## src/rtl/char_wr_seq.sv

```systemverilog
// rtl/char_wr_seq.sv - write-side address sequencer for tensor core local buffers
// Streams words into a start..end (inclusive, wrapping) address range, one registered write per word.
module char_wr_seq #(
    parameter int ADDR_WIDTH = 4,
    parameter int DATA_WIDTH = 8
) (
    input  logic                  clk,
    input  logic                  rst_n,
    input  logic                  start,
    input  logic [ADDR_WIDTH-1:0] start_addr,
    input  logic [ADDR_WIDTH-1:0] end_addr,
    input  logic                  in_valid,
    input  logic [DATA_WIDTH-1:0] in_data,
    output logic                  in_ready,
    output logic                  wr_en,
    output logic [ADDR_WIDTH-1:0] wr_addr,
    output logic [DATA_WIDTH-1:0] wr_data,
    input  logic                  wr_ready,
    output logic                  busy,
    output logic                  done,
    output logic [ADDR_WIDTH:0]   words_written
);

    localparam logic [1:0] S_IDLE  = 2'd0;
    localparam logic [1:0] S_RUN   = 2'd1;
    localparam logic [1:0] S_DRAIN = 2'd2;
    localparam logic [1:0] S_DONE  = 2'd3;

    logic [1:0]            r_state;
    logic [ADDR_WIDTH-1:0] r_cur;
    logic [ADDR_WIDTH-1:0] r_last;
    logic                  r_wr_en;
    logic [ADDR_WIDTH-1:0] r_wr_addr;
    logic [DATA_WIDTH-1:0] r_wr_data;
    logic [ADDR_WIDTH:0]   r_words;

    logic w_in_ready;
    logic w_accept;
    logic w_complete;
    logic w_start_ok;

    // The output register may be refilled in the same cycle it drains, so a
    // pending write only blocks new input while the memory is stalling it.
    assign w_in_ready = (r_state == S_RUN) && (!r_wr_en || wr_ready);
    assign w_accept   = in_valid && w_in_ready;
    assign w_complete = r_wr_en && wr_ready;
    assign w_start_ok = start && ((r_state == S_IDLE) || (r_state == S_DONE));

    always_ff @(posedge clk or negedge rst_n) begin
        if (!rst_n) begin
            r_state <= S_IDLE;
            r_cur   <= '0;
            r_last  <= '0;
        end else begin
            case (r_state)
                S_IDLE, S_DONE: begin
                    if (w_start_ok) begin
                        r_cur   <= start_addr;
                        r_last  <= end_addr;
                        r_state <= S_RUN;
                    end
                end
                S_RUN: begin
                    if (w_accept) begin
                        if (r_cur == r_last) begin
                            r_state <= S_DRAIN;
                        end else begin
                            r_cur <= r_cur + ADDR_WIDTH'(1);
                        end
                    end
                end
                S_DRAIN: begin
                    if (w_complete) begin
                        r_state <= S_DONE;
                    end
                end
                default: r_state <= S_IDLE;
            endcase
        end
    end

    always_ff @(posedge clk or negedge rst_n) begin
        if (!rst_n) begin
            r_wr_en   <= 1'b0;
            r_wr_addr <= '0;
            r_wr_data <= '0;
        end else if (w_accept) begin
            r_wr_en   <= 1'b1;
            r_wr_addr <= r_cur;
            r_wr_data <= in_data;
        end else if (w_complete) begin
            r_wr_en <= 1'b0;
        end
    end

    // Count is cleared on a fresh start and held through DONE for readback.
    always_ff @(posedge clk or negedge rst_n) begin
        if (!rst_n) begin
            r_words <= '0;
        end else if (w_start_ok) begin
            r_words <= '0;
        end else if (w_complete) begin
            r_words <= r_words + (ADDR_WIDTH + 1)'(1);
        end
    end

    assign in_ready      = w_in_ready;
    assign wr_en         = r_wr_en;
    assign wr_addr       = r_wr_addr;
    assign wr_data       = r_wr_data;
    assign busy          = (r_state == S_RUN) || (r_state == S_DRAIN);
    assign done          = (r_state == S_DONE);
    assign words_written = r_words;

endmodule
```

## config.mk

```make
export PLATFORM = sky130hd
export DESIGN_NAME = char_wr_seq
export DESIGN_NICKNAME = d
export VERILOG_FILES = /design/src/rtl/char_wr_seq.sv
export SDC_FILE = /design/constraint.sdc
export NUM_CORES = 1
export LEC_CHECK = 0
export ABC_AREA = 1
export ABC_CLOCK_PERIOD_IN_PS = 3330
export CAP_MARGIN = 0
export CORE_MARGIN = 3
export CORE_UTILIZATION = 60
export DETAILED_ROUTE_END_ITERATION = 10
export DONT_BUFFER_PORTS = 1
export PLACE_DENSITY = 0.76
export SETUP_SLACK_MARGIN = 0.2
export SYNTH_ARGS = -nofsm -noshare
export SYNTH_HDL_FRONTEND = slang
export SYNTH_SLANG_ARGS = --single-unit
```

## constraint.sdc

```tcl
create_clock -name clk -period 3.33 [get_ports clk]
set_input_delay 0.1665 -clock clk [delete_from_list [all_inputs] [get_ports clk]]
set_output_delay 0.1665 -clock clk [all_outputs]
set_load 0.01 [all_outputs]
```

Yosys cells after proc, flatten, opt, wreduce, memory -nomap -nowiden:

Cells that the tools add are included.

* register bits after elaboration: 28
* bits in latches: 0
* memory bits (writable): 0
* bits in read-only memories: 0
* input port bits: 21
* output and inout port bits: 21
* memories: 0

* add/subtract/negate cells: 2
* multipliers: 0
* divide/modulo/power cells: 0
* order comparisons: 0
* equal/unequal tests: 9
* shifts and indexed selects: 0
* muxes and demuxes: 13
* bitwise operators: 0
* reduce and logical (&&, ||, !) cells: 16

Operators by type and width (count)
* 2-to-1 mux 4 bit: 3
* 2-to-1 mux 5 bit: 2
* 2-to-1 mux 2 bit: 4
* inequality test 2 bit (second input constant): 4
* one-hot mux 4 bit (2 select lines): 1
* AND reduction 4 bit: 2
* one-hot mux 2 bit (3 select lines): 1
* nonzero test 2 bit: 3
* adder 5 x 1 -> 5 bit (second input constant): 1
* adder 4 x 1 -> 4 bit (second input constant): 1
* equality test 2 bit (second input constant): 2
* equality test 4 bit: 1
* logical AND 1 bit: 4
* logical OR 1 bit: 3
* equality test 2 x 1 -> 1 bit (second input constant): 1
* zero test 2 bit: 1
* 2-to-1 mux 1 bit: 2
* inequality test 2 x 1 -> 1 bit (second input constant): 1
* AND reduction 2 bit: 1
* OR reduction 2 bit: 1
* zero test 1 bit: 1

Logic depth before layout (Yosys ltp):

Gate-level depths: netlist of run 1.

* depth in word-level cells: 6
* depth in mapped cells: 9
* mapped depth without buffers: 9

Worst setup path before layout of run 1:

Ideal clock, no wire load.

* kind: register to register
* start point: register r_state[1]
* end point: register r_wr_data[2], in the netlist wr_data[2]
* arrival: 1483 ps
* required time: 3205 ps
* path slack: 1722 ps
* stages on the path, launching flop included: 8
* path buffers: 1
* clock period less this slack: 1608 ps
* path through: dfrtp_1 > inv_1 > ha_1 > inv_2 > a21oi_4 > nand2_4 > buf_6 > mux2_4

* cells in the longest elaborated chain, start to end: 3

RTL lines
* start, declared: line 29 `logic [1:0] r_state;`
* start signal, assigned: line 51 `r_state <= S_IDLE;`
* start signal, assigned: line 60 `r_state <= S_RUN;`
* start signal, assigned: line 66 `r_state <= S_DRAIN;`
* equality test 2 x 1 -> 1 bit: line 44 `assign w_in_ready = (r_state == S_RUN) && (!r_wr_en || wr_ready);`
* logical AND 1 bit: line 44
* named net in_ready: line 14 `output logic in_ready,`
* logical AND 1 bit: line 45 `assign w_accept = in_valid && w_in_ready;`
* end signal, assigned: line 90 `r_wr_data <= in_data;`
* end, declared: line 34 `logic [DATA_WIDTH-1:0] r_wr_data;`

The timed path passes the listed nets, and every way through them passes these cells.
A chain may end at the register's enable or synchronous reset.

Final worst setup path of run 1:

* start point: register r_state[0]
* end point: register r_cur[3]

* cells in the longest elaborated chain, start to end: 5

RTL lines
* equality test 2 bit, or another cell as far along: line 47, 55
* logical OR 1 bit or logical AND 1 bit (tied branches): line 47, 44
* logical AND 1 bit (on tied branches): line 47, 45
* inequality test 2 bit (no source line)
* AND reduction 4 bit (no source line)
* end signal, assigned: line 58 `r_cur <= start_addr;`
* end signal, assigned: line 68 `r_cur <= r_cur + ADDR_WIDTH'(1);`
* end, declared: line 30 `logic [ADDR_WIDTH-1:0] r_cur;`

Several ways; a longest one is shown, not always the timed one.

==> results of run 1 <==
[metal layers]
metal / track usage (%) / part of all wire (%) / vias up
met5: 0 / 0 / -
met4: 10.6 / 0.94 / 0
met3: 5.54 / 6.9 / 4
met2: 36.9 / 50 / 39
met1: 25.2 / 43 / 490
li1: - / - / 543
[worst register-to-register path, cell delays in order, from the launching register on]
cell and delay [ns]:
dfrtp_1 0.43, inv_1 0.06, ha_1 0.30, inv_1 0.16, nor2_1 0.08, nor2_1 0.25
nand3_1 0.20, nand2_1 0.10, nand2_1 0.05
[area by class of cell]
class / instances / area (sq um)
fillers: 151 / 492
repair buffers: 14 / 150
clock buffers: 3 / 22.5
flip-flops and latches: 28 / 701
inverters: 20 / 75.1
well taps: 27 / 33.8
multi-input cells: 110 / 588
[where the power goes]
group	switching [mW]	internal [mW]
Sequential	0.171	0.490
Combinational	0.381	0.243
Clock	0.0969	0.0424
[state kept, by name, indices dropped and copies added, names as in the netlist]
signal,cells
wr_data,8
r_state,2
words_written,5
r_cur,4
r_last,4
wr_addr,4
wr_en,1
[what timing repair did]
item / 4_1_cts / 5_1_grt
hold buffers: 14 / 0
setup endpoints to repair: 0 / 0
hold endpoints to repair: 40 / 0
resized for setup: 0 / 0
[stage by stage]
step                      hold slack (ns)  worst slack, ns  power, mW  instances  utilization [%]
after floorplan                    -0.129             1.72       1.15        159                -
after global placement             -0.129             1.67       1.24        185             67.8
after detailed placement           -0.129             1.64       1.27        185             67.8
after CTS                          0.0437             1.62       1.42        202             76.2
after global routing               0.0577             1.45       1.58        202             76.2
final                              0.0658             1.62       1.42        202             76.2
[final timing paths]
path,startpoint,end,slack [ns],depth (start not counted)
worst max-delay path,r_state[0]$_DFFE_PN0P_,r_cur[3]$_DFFE_PN0P_,1.62,8
worst min-delay path,in_valid,wr_en$_DFFE_PN0P_,0.07,2
worst max register to register,r_state[0]$_DFFE_PN0P_,r_cur[3]$_DFFE_PN0P_,1.62,8
worst min register to register,r_state[1]$_DFFE_PN0P_,r_state[1]$_DFFE_PN0P_,0.56,2
max in group asynchronous,rst_n,r_state[1]$_DFFE_PN0P_,2.89,2
min in group asynchronous,rst_n,wr_data[0]$_DFFE_PN0P_,0.28,2
[cell usage in the layout (no fill, tap or decap), types with 3 or more instances in the layout]
cell,instances
a21oi_1,3
clkbuf_4,3
dfrtp_1,28
dlygate4sd3_1,13
ha_1,5
inv_1,19
mux2_2,7
nand2_1,54
nand3_1,6
nand4_1,5
nor2_1,10
nor3_1,3
o21ai_0,13
[cell families (layout without fill, tap and decap cells)]
logic type,count (synthesis),after routing,share of synthesized area [%]
AOI/OAI and AO/OA,18,18,7.55
adders and majority gates,5,5,4.55
buffers and inverters,21,37,6.28
DFF,28,28,51.0
muxes,8,8,6.82
and+or+nand+nor,79,79,23.8
==> results.sh, run 1 <==
export IMPL_crit_path_end_kind="flip-flop"
export IMPL_p_leak_nw=0.806
export IMPL_syn_inst=159
export IMPL_final_min_clock_period_ns=1.71
export IMPL_synth_edf_count=0
export IMPL_power_density_nw_per_um2=907
export IMPL_ys_warn_count=0
export IMPL_period_share_pct=51.4
export IMPL_syn_area_sq_um=1380
export IMPL_tns_ns=0
export IMPL_antenna_found_initial=0
export IMPL_grt_pass1_vias=1026
export IMPL_rows=16
export IMPL_setup_viol=0
export IMPL_dp_hpwl_mm=1.86
export IMPL_cts_buffer_depth=2
export IMPL_io_pins=42
export IMPL_clkTransAtPathRegs_ns=0.15
export IMPL_core_area_sq_um=2060
export IMPL_clkSinkCount=28
export IMPL_design_area_sq_um=1570
export IMPL_cp_start_kind="flip-flop"
export IMPL_max_stage_delay_ns=0.43
export IMPL_path_cells="inv_1 > ha_1 > inv_1 > nor2_1 > nor2_1 > nand3_1 > nand2_1 > nand2_1"
export IMPL_worst_path_buf_inv=2
export IMPL_hold_viol=0
export IMPL_drt_iter0_markers=15
export IMPL_clockRootBuffer="clkbuf_4"
export IMPL_start_util_pct=66.7
export IMPL_yosys_top_cells_count="nand2_1 (54), dfrtp_1 (28), inv_1 (19), o21ai_0 (13), nor2_1 (10)"
export IMPL_vias=1076
export IMPL_cp_arrival_ns=1.94
export IMPL_cp_required_ns=3.56
export IMPL_worst_slew_pin_slew_ns=0.337
export IMPL_peakVddDrop_mv=0.647
export IMPL_cts_tree="yes"
export IMPL_grt_max_degree=29
export IMPL_hold_class="input pin to flip-flop"
export IMPL_yosys_top_cells_area="dfrtp_1 (51%), nand2_1 (15%), mux2_2 (5.7%)"
export IMPL_synth_most_common_cell="nand2_1"
export IMPL_drc=0
export IMPL_grt_overflow=0
export IMPL_avgSynthCellArea_sq_um=8.65
export IMPL_drive_gt1_share_pct=8.57
export IMPL_cts_htree_levels=1
export IMPL_crit_path_top_delay_cell="dfrtp_1"
export IMPL_synthDistinctLibCells=17
export IMPL_syn_nets=185
export IMPL_cts_made_buffers=3
export IMPL_postRouteAntennaNets=0
export IMPL_cap_viol_max_count=0
export IMPL_crit_type="flip-flop to flip-flop"
export IMPL_run_status="complete, no violations"
export IMPL_global_route_usage_total_pct=21.7
export IMPL_post_cts_setup_buffer_count=0
export IMPL_synth_seq_cells=28
export IMPL_dieWidth_um=53.9
export IMPL_clk_latency_ns=0.32
export IMPL_die_area_sq_um=2900
export IMPL_io_buffers=0
export IMPL_die_y_um=53.9
export IMPL_synth_seq_area_share_pct=51.0
export IMPL_synth_async_reset_ratio_pct=100
export IMPL_critPathTopFamily="simple AND/OR/NAND/NOR gates"
export IMPL_nets=203
export IMPL_syn2layout_area_growth_pct=14.2
export IMPL_slew_viol_final=0
export IMPL_synth_top_area_share_pct=51.0
export IMPL_dr_pass1_iters=4
export IMPL_synthFlopType="dfrtp_1"
export IMPL_drt_wl_total_mm=2.86
export IMPL_post_drt_wl_per_cell_um=14.2
export IMPL_via_per_inst=5.33
export IMPL_fmax_mhz=584
export IMPL_place_area_sq_um=1400
export IMPL_synth_largest_area_cell="dfrtp_1"
export IMPL_cp_max_fo=5
export IMPL_rsz0062_at_grt="false"
export IMPL_routabilityCongestion=0.939
export IMPL_finalClockSkew_ns=0.00342
export IMPL_grt_first_pass_wirelength_mm=4.44
export IMPL_n_antenna_cell=0
export IMPL_slew_headroom_pct=77.3
No activity file was read; power rests on OpenSTA's default activity.
==> run 2, diff against run 1 <==
--- a/config.mk
+++ b/config.mk
@@ -5,8 +5,8 @@
 export SDC_FILE = /design/constraint.sdc
 export NUM_CORES = 1
 export LEC_CHECK = 0
-export ABC_AREA = 1
-export ABC_CLOCK_PERIOD_IN_PS = 3330
+export ABC_AREA = 0
+export ABC_CLOCK_PERIOD_IN_PS = 1700
 export CAP_MARGIN = 0
 export CORE_MARGIN = 3
 export CORE_UTILIZATION = 60
==> constraint.sdc (replaced) <==
create_clock -name clk -period 1.7 [get_ports clk]
set_input_delay 0.085 -clock clk [delete_from_list [all_inputs] [get_ports clk]]
set_output_delay 0.085 -clock clk [all_outputs]
set_load 0.01 [all_outputs]
==> results.sh, run 2 <==
export IMPL_met2_usage_pct=49.4
export IMPL_period_share_pct=95.7
export IMPL_synth_edf_count=0
export IMPL_drt_wl_total_mm=3.79
export IMPL_synth_seq_area_share_pct=50.6
export IMPL_hold_viol=0
export IMPL_cts_buffer_depth=2
export IMPL_crit_path_end_kind="flip-flop"
export IMPL_syn_area_sq_um=1380
export IMPL_rsz0062_at_grt="true"
export IMPL_cts_tree="yes"
export IMPL_syn_nets=151
export IMPL_synthDistinctLibCells=35
export IMPL_peakVddDrop_mv=1.40
export IMPL_clkTransAtPathRegs_ns=0.15
export IMPL_fin_cells=183
export IMPL_layout_common_cells="dfrtp_1 (25), nand2_1 (18), dlygate4sd3_1 (17)"
export IMPL_crit_type="flip-flop to flip-flop"
export IMPL_n_fill_cell=80
export IMPL_largest_reg_flops=8
export IMPL_use_met3_pct=5.82
export IMPL_n_antenna_cell=0
export IMPL_cp_arrival_ns=1.86
export IMPL_power_density_nw_per_um2=2040
export IMPL_die_area_sq_um=2920
export IMPL_vias=1127
export IMPL_multi_input_area_sq_um=764
export IMPL_die_y_um=54.0
export IMPL_clockRootBuffer="clkbuf_4"
export IMPL_nets=183
export IMPL_worst_slew_pin_slew_ns=0.295
export IMPL_grt_first_pass_wirelength_mm=5.38
export IMPL_rows=16
export IMPL_utilization_pct=92.0
export IMPL_drive_gt1_share_pct=37.2
export IMPL_dp_hpwl_mm=2.15
export IMPL_fmax_mhz=615
export IMPL_synth_async_reset_ratio_pct=100
export IMPL_cp_required_ns=1.93
export IMPL_io_pins=42
export IMPL_cap_viol_max_count=0
export IMPL_antenna_found_initial=0
export IMPL_synth_most_common_cell="dfrtp_1"
export IMPL_cp_max_fo=7
export IMPL_slew_viol_final=0
export IMPL_start_util_pct=67.1
export IMPL_cp_start_kind="flip-flop"
export IMPL_yosys_top_cells_area="dfrtp_1 (51%), mux2_2 (9.8%), nand2_1 (4.9%)"
export IMPL_syn_inst=125
export IMPL_post_drt_wl_per_cell_um=20.7
export IMPL_p_leak_nw=0.857
export IMPL_grt_max_degree=29
export IMPL_global_route_usage_total_pct=26.3
export IMPL_syn2layout_area_growth_pct=37.1
export IMPL_via_per_inst=6.16
export IMPL_cts_made_buffers=3
export IMPL_setup_viol=0
export IMPL_final_min_clock_period_ns=1.63
export IMPL_clkSinkCount=28
export IMPL_finalClockSkew_ns=0.00406
export IMPL_clk_latency_ns=0.32
export IMPL_synthFlopType="dfrtp_1"
export IMPL_tns_ns=0
export IMPL_synth_top_area_share_pct=50.6
export IMPL_grt_overflow=0
export IMPL_drc=0
export IMPL_synth_largest_area_cell="dfrtp_1"
export IMPL_grt_busiest_layer="met2"
export IMPL_drt_iter0_markers=10
export IMPL_dieWidth_um=54.0
export IMPL_run_status="complete, no violations"
export IMPL_avgSynthCellArea_sq_um=11.1
export IMPL_core_area_sq_um=2060
export IMPL_postRouteAntennaNets=0
export IMPL_seq_area_sq_um=704
export IMPL_grt_pass1_vias=1180
export IMPL_ys_warn_count=0
export IMPL_synth_seq_cells=28
export IMPL_cts_htree_levels=1
export IMPL_dr_pass1_iters=4
export IMPL_power_mw=3.87
export IMPL_final_common_cell="dfrtp_1"
export IMPL_slew_headroom_pct=80.1
export IMPL_yosys_top_cells_count="dfrtp_1 (28), nand2_1 (18), mux2_2 (12), nor2_1 (7)"
export IMPL_hold_class="input pin to flip-flop"
export IMPL_dp_cells=152
export IMPL_routabilityCongestion=0.804
export IMPL_io_buffers=0
export IMPL_gr_usage_met1_pct=27.5
run 2: cell types whose count changed in the layout (fill, tap and decap cells not counted), sizes merged, moves of 4 or more:
cell and delta:
o21ai -8, nand2 -36, mux2 +4, inv -15
dlygate4sd3 +4, nand3 -4, xnor2 +5, buf +14
run 2: power breakdown:
group | switching, mW | leakage, nW | internal (mW)
sequential | 0.408 | 0.337 | 0.966
combinational | 1.00 | 0.492 | 1.07
clock | 0.190 | 0.0279 | 0.238
total | 1.60 | 0.857 | 2.28
run 2: through the flow:
stage	cell area, sq um	worst slack, ns	hold slack (ns)
after floorplan	1430	0.112	-0.211
after global placement	1470	0.0615	-0.210
after detailed placement	1470	0.0347	-0.210
after CTS	1780	0.101	0.0489
after global routing	1900	0.0409	0.0284
final	1900	0.0736	0.0678
run 2: routing by layer:
| layer | share of wire, % | up-vias |
|---|---|---|
| li1 | - | 493 |
| met1 | 35 | 547 |
| met2 | 54 | 69 |
| met5 | 0 | - |
| met3 | 6.6 | 18 |
| met4 | 3.8 | 0 |
run 2: logic make-up after synthesis:
group                      after synthesis  share of synthesized area (%)
AOI/OAI and AO/OA                       16                           7.96
and+or+nand+nor                         43                           15.7
adders and majority gates                5                           4.52
buffers and inverters                   10                           3.62
muxes                                   15                           11.9
xor gates and xnor gates                 8                           5.61
DFF                                     28                           50.6
run 2: critical path: stages (launching register included):
cell and delay (ns):
dfrtp_2 0.44, inv_2 0.06, ha_4 0.33, nand2b_4 0.10
and3_2 0.22, nand4_1 0.10, a22oi_1 0.09, o21ba_2 0.20
run 2: path summary, 6_finish.rpt:
check | depth (start not counted) | slack, ns | to | startpoint
worst max register to register | 7 | 0.07 | r_cur[3]$_DFFE_PN0P_ | r_state[0]$_DFFE_PN0P_
worst max-delay path | 7 | 0.07 | r_cur[3]$_DFFE_PN0P_ | r_state[0]$_DFFE_PN0P_
worst min register to register | 2 | 0.58 | r_last[3]$_DFFE_PN0P_ | r_last[3]$_DFFE_PN0P_
worst min-delay path | 2 | 0.07 | r_cur[3]$_DFFE_PN0P_ | start_addr[3]
max in group asynchronous | 2 | 1.34 | r_cur[0]$_DFFE_PN0P_ | rst_n
min in group asynchronous | 2 | 0.19 | r_state[1]$_DFFE_PN0P_ | rst_n
run 2: repair_timing:
item,in CTS,in global routing
gates resized for setup,6,21
gates cloned,0,0
hold buffers,18,0
buffers inserted,6,3
endpoints found under the setup margin,18,27
pin swaps,6,2
hold endpoints to repair,43,0
run 2: final cells by class:
cell class	count	share of cell area [%]
Clock buffer	3	1.19
Clock inverter	1	1.58
Inverter	5	0.989
Multi-Input combinational cell	87	40.3
Sequential cell	28	37.1
Tap cell	27	1.78
Timing Repair Buffer	32	17.0
==> run 3, diff against run 2 <==
--- a/config.mk
+++ b/config.mk
@@ -6,9 +6,9 @@
 export NUM_CORES = 1
 export LEC_CHECK = 0
 export ABC_AREA = 0
-export ABC_CLOCK_PERIOD_IN_PS = 1700
+export ABC_CLOCK_PERIOD_IN_PS = 1500
 export CAP_MARGIN = 0
-export CORE_MARGIN = 3
+export CORE_MARGIN = 5
 export CORE_UTILIZATION = 60
 export DETAILED_ROUTE_END_ITERATION = 10
 export DONT_BUFFER_PORTS = 1
==> constraint.sdc (replaced) <==
create_clock -name clk -period 1.5 [get_ports clk]
set_input_delay 0.075 -clock clk [delete_from_list [all_inputs] [get_ports clk]]
set_output_delay 0.075 -clock clk [all_outputs]
set_load 0.01 [all_outputs]
==> results.sh, run 3 (synthesized netlist as in run 2, its figures left out) <==
export IMPL_rows=17
export IMPL_clkSinkCount=28
export IMPL_io_buffers=0
export IMPL_clk_latency_ns=0.34
export IMPL_core_area_sq_um=2210
export IMPL_crit_path_end_kind="flip-flop"
export IMPL_grt_first_pass_wirelength_mm=5.97
export IMPL_fin_cells=202
export IMPL_setup_ws_ns=-0.192
export IMPL_n_antenna_cell=0
export IMPL_slew_headroom_pct=78.1
export IMPL_via_per_inst=6.45
export IMPL_cp_required_ns=1.80
export IMPL_worst_hold_slack_ns=0.0346
export IMPL_whs_endpoint="r_cur[3]$_DFFE_PN0P_"
export IMPL_run_status="finished with violations"
export IMPL_r2r_setup_slack_ns=-0.19
export IMPL_dp_hpwl_mm=2.20
export IMPL_cp_max_fo=5
export IMPL_fmax_mhz=591
export IMPL_post_drt_wl_per_cell_um=25.5
export IMPL_seq_area_sq_um=703
export IMPL_slew_viol_final=0
export IMPL_dieWidth_um=58.0
export IMPL_grt_overflow=0
export IMPL_setup_viol=19
export IMPL_multi_input_area_sq_um=788
export IMPL_global_route_usage_total_pct=23.7
export IMPL_grt_pass1_vias=1229
export IMPL_drc=0
export IMPL_power_density_nw_per_um2=2500
export IMPL_holdCritStartpoint="start_addr[3]"
export IMPL_dr_pass1_iters=4
export IMPL_utilization_pct=93.8
export IMPL_routabilityCongestion=0.850
export IMPL_die_y_um=58.0
export IMPL_peakVddDrop_mv=2.16
export IMPL_dp_cells=166
export IMPL_r2r_start="r_state[0]$_DFFE_PN0P_"
export IMPL_crit_type="flip-flop to flip-flop"
export IMPL_cap_viol_max_count=0
export IMPL_grt_max_degree=29
export IMPL_p_leak_nw=0.935
export IMPL_hold_viol=0
export IMPL_n_fill_cell=59
export IMPL_die_area_sq_um=3370
export IMPL_syn2layout_area_growth_pct=50.0
export IMPL_drt_iter0_markers=55
export IMPL_postRouteAntennaNets=0
export IMPL_drt_wl_total_mm=5.16
export IMPL_cp_start_kind="flip-flop"
export IMPL_cts_tree="yes"
export IMPL_io_pins=42
export IMPL_reg2reg_to="r_cur[3]$_DFFE_PN0P_"
export IMPL_final_min_clock_period_ns=1.69
export IMPL_clkTransAtPathRegs_ns=0.16
export IMPL_cts_buffer_depth=2
export IMPL_layout_common_cells="dfrtp_1 (26), buf_4 (18), dlygate4sd3_1 (17)"
export IMPL_rsz0062_at_grt="true"
export IMPL_final_common_cell="dfrtp_1"
export IMPL_start_util_pct=62.6
export IMPL_finalClockSkew_ns=0.00443
export IMPL_vias=1302
export IMPL_drive_gt1_share_pct=48.9
export IMPL_antenna_found_initial=0
export IMPL_holdPathStages=2
export IMPL_violations="setup timing"
export IMPL_hold_class="input pin to flip-flop"
export IMPL_cts_htree_levels=1
export IMPL_tns_ns=-2.54
export IMPL_nets=201
export IMPL_largest_reg_flops=8
export IMPL_period_share_pct=113
export IMPL_cts_made_buffers=3
export IMPL_worst_slew_pin_slew_ns=0.329
export IMPL_cp_arrival_ns=1.99
export IMPL_dp_slack_ns=-0.132
export IMPL_clockRootBuffer="clkbuf_4"
export IMPL_rr_worst_depth=7
## run 3: worst max path at each step
stage                                       from                    to  depth (start not counted)
final                     r_state[0]$_DFFE_PN0P_  r_cur[3]$_DFFE_PN0P_                          7
after global routing      r_state[1]$_DFFE_PN0P_  r_cur[3]$_DFFE_PN0P_                          7
after CTS                 r_state[1]$_DFFE_PN0P_  r_cur[2]$_DFFE_PN0P_                          6
after detailed placement  r_state[0]$_DFFE_PN0P_  r_cur[3]$_DFFE_PN0P_                          7
after global placement    r_state[0]$_DFFE_PN0P_  r_cur[2]$_DFFE_PN0P_                          6
after floorplan           r_state[1]$_DFFE_PN0P_  r_cur[2]$_DFFE_PN0P_                          7
## run 3: repair_timing
item,4_1_cts,5_1_grt
hold endpoints to repair,47,0
cloned,1,0
setup endpoints to repair,29,31
pin swaps,7,17
gates resized for setup,25,24
buffers inserted,6,7
hold buffers,18,0
## run 3: per-stage QoR
step / power [mW] / area, sq um
6_report: 5.19 / 2080
5_1_grt: 5.39 / 2080
4_1_cts: 4.38 / 1940
3_5_place_dp: 3.39 / 1570
3_3_place_gp: 3.29 / 1570
2_1_floorplan: 2.78 / 1440
## run 3: layout make-up
| cell class | instances | share of cell area, % |
|---|---|---|
| Multi-Input combinational cell | 88 | 38.0 |
| Sequential cell | 28 | 33.9 |
| Timing Repair Buffer | 49 | 22.9 |
| Tap cell | 28 | 1.69 |
| Clock inverter | 1 | 1.45 |
| Clock buffer | 3 | 1.08 |
| Inverter | 5 | 1.02 |
## run 3: where the power goes
part	internal (mW)	leakage, nW	switching [mW]
Combinational	1.62	0.569	1.53
Sequential	1.09	0.338	0.422
Clock	0.271	0.0279	0.246
## run 3: critical path, cell delays in order (launching register included)
cell	delay (ns)
dfrtp_2	0.49
inv_2	0.09
ha_4	0.23
nand2b_4	0.11
and3_4	0.18
nand4_1	0.16
a22oi_1	0.24
o21ba_2	0.15
## run 3: metal layers
layer	part of all wire [%]	track usage [%]
met4	4.0	9.27
met5	0	0
met1	36	27.0
met2	53	42.7
met3	6.9	5.35
